**src/rtl/spi_slave_rx_tx_if.sv**
```systemverilog
`timescale 1ns/1ps
`default_nettype none
//==============================================================================
// Module      : spi_slave_rx_tx_if
// Description : Pin and word-level bundle of the SPI mode-0 slave.
// Revision    : 1.0 - initial release
//==============================================================================
interface spi_slave_rx_tx_if #(
   parameter int DATA_WIDTH = 8
);
   logic                  sclk_i;
   logic                  cs_n_i;
   logic                  mosi_i;
   logic                  miso_o;
   logic                  miso_oe_o;
   logic [DATA_WIDTH-1:0] tx_data_i;
   logic                  tx_load_i;
   logic                  tx_ready_o;
   logic [DATA_WIDTH-1:0] rx_data_o;
   logic                  rx_valid_o;
   logic                  busy_o;
   logic                  frame_err_o;

   modport slave (
      input  sclk_i, cs_n_i, mosi_i, tx_data_i, tx_load_i,
      output miso_o, miso_oe_o, tx_ready_o, rx_data_o, rx_valid_o, busy_o, frame_err_o
   );

   modport master (
      output sclk_i, cs_n_i, mosi_i, tx_data_i, tx_load_i,
      input  miso_o, miso_oe_o, tx_ready_o, rx_data_o, rx_valid_o, busy_o, frame_err_o
   );
endinterface
`default_nettype wire

```
**src/rtl/spi_slave_rx_tx.sv**
```systemverilog
`timescale 1ns/1ps
`default_nettype none
//==============================================================================
// Module      : spi_slave_rx_tx
// Description : Oversampling SPI mode-0 slave, MSB first, back-to-back words.
// Revision    : 1.0 - initial release
//==============================================================================
module spi_slave_rx_tx #(
   parameter int DATA_WIDTH  = 8,
   parameter int SYNC_STAGES = 2
) (
   input  logic                   clk_10MHz,
   input  logic                   rst_i,
   spi_slave_rx_tx_if.slave       bus
);

   localparam int                 c_cnt_w    = $clog2(DATA_WIDTH);
   localparam logic [c_cnt_w-1:0] c_last_bit = c_cnt_w'(DATA_WIDTH - 1);

   typedef enum logic [1:0] {
      ST_WAIT_IDLE = 2'd0,
      ST_IDLE      = 2'd1,
      ST_ACTIVE    = 2'd2
   } state_t;

   state_t                  r_state;
   state_t                  w_state_next;

   logic [SYNC_STAGES-1:0]  r_sclk_sync;
   logic [SYNC_STAGES-1:0]  r_cs_sync;
   logic [SYNC_STAGES-1:0]  r_mosi_sync;
   logic                    r_sclk_prev;
   logic                    r_cs_prev;

   logic                    w_sclk;
   logic                    w_cs_n;
   logic                    w_mosi;
   logic                    w_sclk_rise;
   logic                    w_sclk_fall;
   logic                    w_cs_rise;
   logic                    w_cs_fall;

   logic                    w_load;
   logic                    w_start;
   logic                    w_rise;
   logic                    w_fall;
   logic                    w_stop;
   logic                    w_last;
   logic [DATA_WIDTH-1:0]   w_rx_next;

   logic [DATA_WIDTH-1:0]   r_holding;
   logic [DATA_WIDTH-1:0]   r_tx_shift;
   logic [DATA_WIDTH-2:0]   r_rx_shift;
   logic [DATA_WIDTH-1:0]   r_rx_data;
   logic [c_cnt_w-1:0]      r_bit_cnt;
   logic                    r_reload_pending;
   logic                    r_miso_oe;
   logic                    r_rx_valid;
   logic                    r_frame_err;

   // The CS_N chain resets low so WAIT_IDLE only leaves on a genuinely sampled high.
   always_ff @(posedge clk_10MHz or posedge rst_i) begin
      if (rst_i) begin
         r_sclk_sync <= '0;
         r_cs_sync   <= '0;
         r_mosi_sync <= '0;
         r_sclk_prev <= 1'b0;
         r_cs_prev   <= 1'b0;
      end else begin
         r_sclk_sync <= {r_sclk_sync[SYNC_STAGES-2:0], bus.sclk_i};
         r_cs_sync   <= {r_cs_sync[SYNC_STAGES-2:0], bus.cs_n_i};
         r_mosi_sync <= {r_mosi_sync[SYNC_STAGES-2:0], bus.mosi_i};
         r_sclk_prev <= r_sclk_sync[SYNC_STAGES-1];
         r_cs_prev   <= r_cs_sync[SYNC_STAGES-1];
      end
   end

   assign w_sclk      = r_sclk_sync[SYNC_STAGES-1];
   assign w_cs_n      = r_cs_sync[SYNC_STAGES-1];
   assign w_mosi      = r_mosi_sync[SYNC_STAGES-1];
   assign w_sclk_rise =  w_sclk & ~r_sclk_prev;
   assign w_sclk_fall = ~w_sclk &  r_sclk_prev;
   assign w_cs_rise   =  w_cs_n & ~r_cs_prev;
   assign w_cs_fall   = ~w_cs_n &  r_cs_prev;

   always_ff @(posedge clk_10MHz or posedge rst_i) begin
      if (rst_i) begin
         r_state <= ST_WAIT_IDLE;
      end else begin
         r_state <= w_state_next;
      end
   end

   // CS edges outrank SCLK edges; SCLK is only looked at inside an active frame.
   always_comb begin
      w_state_next = r_state;
      w_load       = 1'b0;
      w_start      = 1'b0;
      w_rise       = 1'b0;
      w_fall       = 1'b0;
      w_stop       = 1'b0;
      case (r_state)
         ST_WAIT_IDLE: begin
            if (w_cs_n) begin
               w_state_next = ST_IDLE;
            end
         end
         ST_IDLE: begin
            w_load = bus.tx_load_i;
            if (w_cs_fall) begin
               w_start      = 1'b1;
               w_state_next = ST_ACTIVE;
            end
         end
         ST_ACTIVE: begin
            if (w_cs_rise) begin
               w_stop       = 1'b1;
               w_state_next = ST_IDLE;
            end else if (w_sclk_rise) begin
               w_rise = 1'b1;
            end else if (w_sclk_fall) begin
               w_fall = 1'b1;
            end
         end
         default: begin
            w_state_next = ST_WAIT_IDLE;
         end
      endcase
   end

   assign w_last    = (r_bit_cnt == c_last_bit);
   assign w_rx_next = {r_rx_shift, w_mosi};

   // MISO is the MSB of tx_shift. The reload for the next word is deferred from the
   // final rising edge to the following fall so the last bit stays on the wire.
   always_ff @(posedge clk_10MHz or posedge rst_i) begin
      if (rst_i) begin
         r_holding        <= '0;
         r_tx_shift       <= '0;
         r_rx_shift       <= '0;
         r_rx_data        <= '0;
         r_bit_cnt        <= '0;
         r_reload_pending <= 1'b0;
         r_miso_oe        <= 1'b0;
         r_rx_valid       <= 1'b0;
         r_frame_err      <= 1'b0;
      end else begin
         r_rx_valid  <= 1'b0;
         r_frame_err <= 1'b0;

         if (w_load) begin
            r_holding <= bus.tx_data_i;
         end

         if (w_start) begin
            r_bit_cnt        <= '0;
            r_tx_shift       <= r_holding;
            r_rx_shift       <= '0;
            r_reload_pending <= 1'b0;
            r_miso_oe        <= 1'b1;
         end

         if (w_rise) begin
            r_rx_shift <= w_rx_next[DATA_WIDTH-2:0];
            if (w_last) begin
               r_bit_cnt        <= '0;
               r_rx_data        <= w_rx_next;
               r_rx_valid       <= 1'b1;
               r_reload_pending <= 1'b1;
            end else begin
               r_bit_cnt <= r_bit_cnt + 1'b1;
            end
         end

         if (w_fall) begin
            if (r_reload_pending) begin
               r_tx_shift       <= r_holding;
               r_reload_pending <= 1'b0;
            end else begin
               r_tx_shift <= {r_tx_shift[DATA_WIDTH-2:0], 1'b0};
            end
         end

         if (w_stop) begin
            r_tx_shift       <= '0;
            r_bit_cnt        <= '0;
            r_reload_pending <= 1'b0;
            r_miso_oe        <= 1'b0;
            r_frame_err      <= (r_bit_cnt != '0);
         end
      end
   end

   assign bus.miso_o      = r_tx_shift[DATA_WIDTH-1];
   assign bus.miso_oe_o   = r_miso_oe;
   assign bus.tx_ready_o  = (r_state == ST_IDLE);
   assign bus.busy_o      = (r_state == ST_ACTIVE);
   assign bus.rx_data_o   = r_rx_data;
   assign bus.rx_valid_o  = r_rx_valid;
   assign bus.frame_err_o = r_frame_err;

endmodule
`default_nettype wire
```
**src/flat_wrapper.sv**
```systemverilog
// flat-port wrapper written by rule: the top's interface ports become plain ports
module spi_slave_rx_tx_flat 
#(
   parameter int DATA_WIDTH  = 8,
   parameter int SYNC_STAGES = 2
)
  (clk_10MHz, rst_i, bus_sclk_i, bus_cs_n_i, bus_mosi_i, bus_tx_data_i, bus_tx_load_i, bus_miso_o, bus_miso_oe_o, bus_tx_ready_o, bus_rx_data_o, bus_rx_valid_o, bus_busy_o, bus_frame_err_o);
  spi_slave_rx_tx_if #(.DATA_WIDTH(DATA_WIDTH)) bus_i ();
  input  logic clk_10MHz;
  input  logic rst_i;
  input wire logic [$bits(bus_i.sclk_i)-1:0] bus_sclk_i;
  input wire logic [$bits(bus_i.cs_n_i)-1:0] bus_cs_n_i;
  input wire logic [$bits(bus_i.mosi_i)-1:0] bus_mosi_i;
  input wire logic [$bits(bus_i.tx_data_i)-1:0] bus_tx_data_i;
  input wire logic [$bits(bus_i.tx_load_i)-1:0] bus_tx_load_i;
  output wire logic [$bits(bus_i.miso_o)-1:0] bus_miso_o;
  output wire logic [$bits(bus_i.miso_oe_o)-1:0] bus_miso_oe_o;
  output wire logic [$bits(bus_i.tx_ready_o)-1:0] bus_tx_ready_o;
  output wire logic [$bits(bus_i.rx_data_o)-1:0] bus_rx_data_o;
  output wire logic [$bits(bus_i.rx_valid_o)-1:0] bus_rx_valid_o;
  output wire logic [$bits(bus_i.busy_o)-1:0] bus_busy_o;
  output wire logic [$bits(bus_i.frame_err_o)-1:0] bus_frame_err_o;
  assign bus_i.sclk_i = bus_sclk_i;
  assign bus_i.cs_n_i = bus_cs_n_i;
  assign bus_i.mosi_i = bus_mosi_i;
  assign bus_i.tx_data_i = bus_tx_data_i;
  assign bus_i.tx_load_i = bus_tx_load_i;
  assign bus_miso_o = bus_i.miso_o;
  assign bus_miso_oe_o = bus_i.miso_oe_o;
  assign bus_tx_ready_o = bus_i.tx_ready_o;
  assign bus_rx_data_o = bus_i.rx_data_o;
  assign bus_rx_valid_o = bus_i.rx_valid_o;
  assign bus_busy_o = bus_i.busy_o;
  assign bus_frame_err_o = bus_i.frame_err_o;
  spi_slave_rx_tx #(.DATA_WIDTH(DATA_WIDTH), .SYNC_STAGES(SYNC_STAGES)) u_core (.clk_10MHz(clk_10MHz), .rst_i(rst_i), .bus(bus_i));
endmodule
```
**config.mk**
```make
export PLATFORM = sky130hd
export DESIGN_NAME = spi_slave_rx_tx_flat
export DESIGN_NICKNAME = d
export VERILOG_FILES = /design/src/rtl/spi_slave_rx_tx_if.sv /design/src/rtl/spi_slave_rx_tx.sv /design/src/flat_wrapper.sv
export SDC_FILE = /design/constraint.sdc
export NUM_CORES = 1
export LEC_CHECK = 0
export BUFFER_PORTS_ARGS = -buffer_cell sky130_fd_sc_hd__buf_2
export CAP_MARGIN = 20
export CORE_ASPECT_RATIO = 0.8
export CORE_MARGIN = 1
export CORE_UTILIZATION = 45
export DETAILED_ROUTE_END_ITERATION = 10
export GPL_TIMING_DRIVEN = 0
export PLACE_DENSITY = 0.75
export RECOVER_POWER = 25
export SETUP_SLACK_MARGIN = 0.15
export SYNTH_ARGS = -nofsm -noshare
export SYNTH_HDL_FRONTEND = slang
export SYNTH_SLANG_ARGS = --single-unit
```
**constraint.sdc**
```tcl
create_clock -name clk_10MHz -period 4.8 [get_ports clk_10MHz]
set_clock_uncertainty 0.05 [all_clocks]
set_input_delay 0.48 -clock clk_10MHz [delete_from_list [all_inputs] [get_ports clk_10MHz]]
set_output_delay 0.48 -clock clk_10MHz [all_outputs]
set_load 0.1 [all_outputs]
```
# After elaboration in Yosys (flattened, before gate mapping)
# Index checks and enable logic that the tools add are counted.
[word_totals] ff_bits=48 in_bits=14 out_inout_bits=14 elab_cells=75
[classes] addsub=1 eq_ne=6 mux=37 bitwise=8 reduce_logical=8
[op_table] op="$mux 8" n=4
[op_table] op="$mux 1" n=23
[op_table] op="$mux 7" n=2
[op_table] op="$mux 3" n=4
[op_table] op="$reduce_bool 3->1" n=3
[op_table] op="$mux 2" n=3
[op_table] op="$ne 2x1->1 const B" n=3
[op_table] op="$pmux 2 s3" n=1
[op_table] op="$and 1x1->1" n=4
[op_table] op="$not 1->1" n=4
[op_table] op="$reduce_bool 2->1" n=2
[op_table] op="$add 3x1->3 const B" n=1
[op_table] op="$eq 3x3->1 const B" n=1
[op_table] op="$reduce_and 3->1" n=1
[op_table] op="$eq 2x1->1 const B" n=1
[op_table] op="$eq 2x2->1 const B" n=1
[op_table] op="$logic_not 2->1" n=1
[op_table] op="$reduce_and 2->1" n=1

# Depth between registers and ports, before layout
[depth] word_depth=10 depth_mapped=6 depth_no_buf=4

# Least setup slack after synthesis
# OpenSTA, ideal clock, no wires.
[synth_path] kind="register -> register" startpoint="register u_core.r_state[1]" endpoint="register u_core.r_holding[0]" setup_ns=0.125 arrival_ns=1.894 path_slack_ns=2.732 stages_incl_launch_ff=4 period_less_slack_ns=2.068 path_cell_list="dfrtp_1 and2b_1 nand2_1 mux2_2"
[synth_between] elab_chain_len=2
[synth_rtl] item="start: declaration" line="spi_slave_rx_tx.sv:26" source="state_t r_state;"
[synth_rtl] item="start signal: assignment" line="spi_slave_rx_tx.sv:90" source="r_state <= w_state_next;"
[synth_rtl] item="$eq 2x1->1"
[synth_rtl] item="via bus_tx_ready_o" line="flat_wrapper.sv:18" source="output wire logic [$bits(bus_i.tx_ready_o)-1:0] bus_tx_ready_o;"
[synth_rtl] item="$mux 1" line="spi_slave_rx_tx.sv:102" source="case (r_state)"
[synth_rtl] item="end signal: assignment" line="spi_slave_rx_tx.sv:152" source="r_holding <= bus.tx_data_i;"
[synth_rtl] item="end: declaration" line="spi_slave_rx_tx.sv:51" source="logic [DATA_WIDTH-1:0] r_holding;"
# The timed path passes the listed nets, and every way through them passes these cells.
# A chain may end at the register's enable or synchronous reset.

# Worst setup path after layout
[layout_path] startpoint="register u_core.r_state[0]" endpoint="output port bus_busy_o"
[layout_between] elab_chain_len=1
[layout_rtl] item="$eq 2x2->1" line="spi_slave_rx_tx.sv:197" source="assign bus.busy_o = (r_state == ST_ACTIVE);"
[layout_rtl] item="end: declaration" line="flat_wrapper.sv:21" source="output wire logic [$bits(bus_i.busy_o)-1:0] bus_busy_o;"
# Every way passes these cells.

==> results.toml <==
[status]
run_status = "complete, but fails checks"
violations = "design-rule violations"

[floorplanning]
starting_utilization_of_the_core_area_pct = 46.8
dieArea_mm2 = 0.00461
placement_rows = 21
io-pin-count = 28
die_w_um = 75.7
core_region_area_mm2 = 0.00418
die-height_um = 60.9

[worst_setup_path]
crit_chain = "nor2b_4 -> buf_2"
cpPeakStageDelay_ns = 0.46
timing.critical_path.arrival_ns = 1.43
timing.setup.critical_path_class = "reg2out"
critPathBufInv = 1
regToRegStartpoint = "u_core.r_state[0]"
worst_setup_path_start_kind = "flop"
crit_path_required_time_ns = 4.27
critical_path.startpoint = "u_core.r_state[0]"
largest_driver_fanout_on_the_critical_path = 6
crit_family = "flip-flops"
critical_path.endpoint_type = "output pin"
critical_path.slowest_cell = "sky130_fd_sc_hd__dfrtp_1"

[clock_network]
clock_sink_count = 48
path_clk_slew_ns = 0.08
clock_latency_late_sink_ns = 0.30
cts.repair.resized = 0
cts_tree = "done"
numCtsBuffers = 5
cell_at_the_root_of_the_clock_tree = "sky130_fd_sc_hd__clkbuf_8"
cts_max_level = 2
cts.path.max_buffers = 2
post-cts-setup-buffers = 0
postCtsHoldBufs = 1

[power]
total_power_mw = 0.953
vdd_drop_max_mv = 0.157
p_leak_nw = 1.17
cellPowerDensity_mw_per_mm2 = 417

[global_routing]
grt_antenna_before_repair = 0
globalRoute.totalOverflow = 0
grt.total_usage_pct = 18.1
grt_first_pass_wirelength_um = 5820
grt_max_degree = 48
number_of_global_route_vias_before_repair = 1218

[synthesis]
synth-warning-count = 0
synth_simple_gate_area_share_pct = 11.2
async_reset_ff_share_pct = 100
synth_cells = 142
synth_sequential_area_ratio_pct = 61.5
synth-seq-cells = 48
synthTopCellsByArea = "sky130_fd_sc_hd__dfrtp_1 (61%), sky130_fd_sc_hd__mux2_4 (6.1%), sky130_fd_sc_hd__mux2_2 (5.2%)"
synth_xor_area_share_pct = 0
adder_and_majority_cell_fraction_of_the_synthesized_area_pct = 1.92
synth_top_area_cell = "sky130_fd_sc_hd__dfrtp_1"
mappedNetlistNets = 159
mux_share_of_post_synthesis_cell_area_pct = 14.9
average_size_of_a_mapped_cell_um2 = 13.8
synth_area_in_compound_gates_pct = 8.13
synthesis.area_mm2 = 0.00195
postSynth.topFlopCell = "sky130_fd_sc_hd__dfrtp_1"
yosysTopAreaCellShare_pct = 61.5
dominant_combinational_cell_family_by_area_after_synthesis = "multiplexers"
ys_types = 27
synth-edff-count = 0

[finish]
n_fill_cell = 345
post_layout_nonfiller_instances = 236
final_cell_area_mm2 = 0.00228
post_route_cells_drive_above_1_share_pct = 33.5
final_net_count = 195
syn2layout_area_growth_pct = 16.8
antenna_cells = 0
utilization_pct = 54.7

[route]
totalWireLength_um = 3460
initialDrtViolationCount = 90
topRoutingLayerUsed = "met4"
final_antenna_net_count = 0
met3_wirelength_um = 128
average_via_count_per_standard_cell = 5.12
routed_wire_length_per_instance_um = 14.7
vias = 1209
detail_route.drc_violations = 2
wl_met1_um = 1540
route.met2.wl_um = 1730
firstDrtPassIters = 7

[sta]
max_slew.worst_pin.slew_ns = 0.510
fin_tns_setup_ns = 0
slew-limit-headroom_pct = 65.8
max_freq_mhz = 511
unrepaired_setup_endpoints_after_global_routing = "false"
setup_viol = 0
timing.final.hold_violations = 0
layout_worst_path_cycle_share_pct = 40.8
final-max-slew-violation-count = 0
finalWorstPathRequiredPeriod_ns = 1.96

[placed_design]
routabilityCongestion = 0.764
io_buffer_count = 27
detailed_place.area_mm2 = 0.00218
place_inst = 227
dp.final_hpwl_um = 2340

[min_path]
min-delay-start = "bus_mosi_i"
type_of_the_tightest_min_delay_check = "in2reg"

[flow_run]
max_cap_violation_count = 0
cell usage in the layout (no fill, tap or decap), drive strengths merged, types with 2 or more instances in the layout:
master   instances
mux2i            7
inv              7
buf             30
nand4bb          2
o2bb2ai          7
a22o             3
clkinv           2
clkbuf           7
o21ai            8
nand2           22
and4b            2
a21oi            2
mux2            17
dfrtp           48
nor2             4
ha               3
cell type report:
class	count	area (um2)	share of cell area, %
tap	57	71.3	3.12
clock inverter	2	10.0	0.438
multi-input combinational	84	707	31.0
inverter	7	26.3	1.15
buffer	3	20.0	0.877
sequential	48	1200	52.6
timing repair buffer	29	165	7.23
clock buffer	6	82.6	3.62
synthesized netlist by cell type, drive strengths merged (2+ instances only):
cell	number
mux2i	7
ha	3
buf	2
mux2	17
o21ai	8
a22o	3
nand2	22
nor2	4
nand4bb	2
dfrtp	48
and4b	2
a21oi	2
inv	7
o2bb2ai	7
state kept, by name, indices dropped and copies added (netlist names):
name,count
u_core.bus.rx_valid_o,1
u_core.bus.frame_err_o,1
u_core.r_state,2
u_core.r_tx_shift,8
u_core.r_reload_pending,1
u_core.r_cs_sync,2
u_core.r_holding,8
u_core.bus.miso_oe_o,1
u_core.r_sclk_sync,2
u_core.r_mosi_sync,2
u_core.r_sclk_prev,1
u_core.r_cs_prev,1
u_core.bus.rx_data_o,8
u_core.r_rx_shift,7
u_core.r_bit_cnt,3
logic make-up (layout without fill, tap and decap cells):
| logic type | count (synthesis) | count (layout) |
|---|---|---|
| DFF | 48 | 48 |
| and+or+nand+nor | 35 | 35 |
| muxes | 24 | 24 |
| AOI/OAI and AO/OA | 22 | 22 |
| buffers and inverters | 10 | 47 |
| adders and majority gates | 3 | 3 |
per-layer routing:
metal | track usage [%] | vias up
met5 | 0 | -
met4 | 7.67 | 0
met3 | 5.65 | 5
met2 | 28.1 | 22
met1 | 23.6 | 610
li1 | - | 572
metrics by stage:
step	setup slack, ns	hold WS, ns
6_report	2.84	0.242
3_3_place_gp	2.65	0.284
5_1_grt	2.78	0.229
2_1_floorplan	2.73	0.281
4_1_cts	2.84	0.231
3_5_place_dp	3.03	0.286
worst paths after layout:
path,endpoint,slack (ns),cells after the start
setup / recovery,bus_busy_o,2.84,2
hold / removal,u_core.r_mosi_sync[0],0.24,1
setup reg to reg,u_core.r_tx_shift[2],3.01,4
hold reg to reg,u_core.r_sclk_sync[1],0.31,0
max in group asynchronous,u_core.r_reload_pending,3.71,4
min in group asynchronous,u_core.r_holding[7],0.54,3
power breakdown:
| group | switching (mW) | leakage (nW) | total (mW) | internal [mW] |
|---|---|---|---|---|
| Clock | 0.129 | 0.0510 | 0.244 | 0.115 |
| Combinational | 0.123 | 0.511 | 0.198 | 0.0746 |
| Sequential | 0.0416 | 0.613 | 0.511 | 0.470 |
No activity file was read; power rests on OpenSTA's default activity.
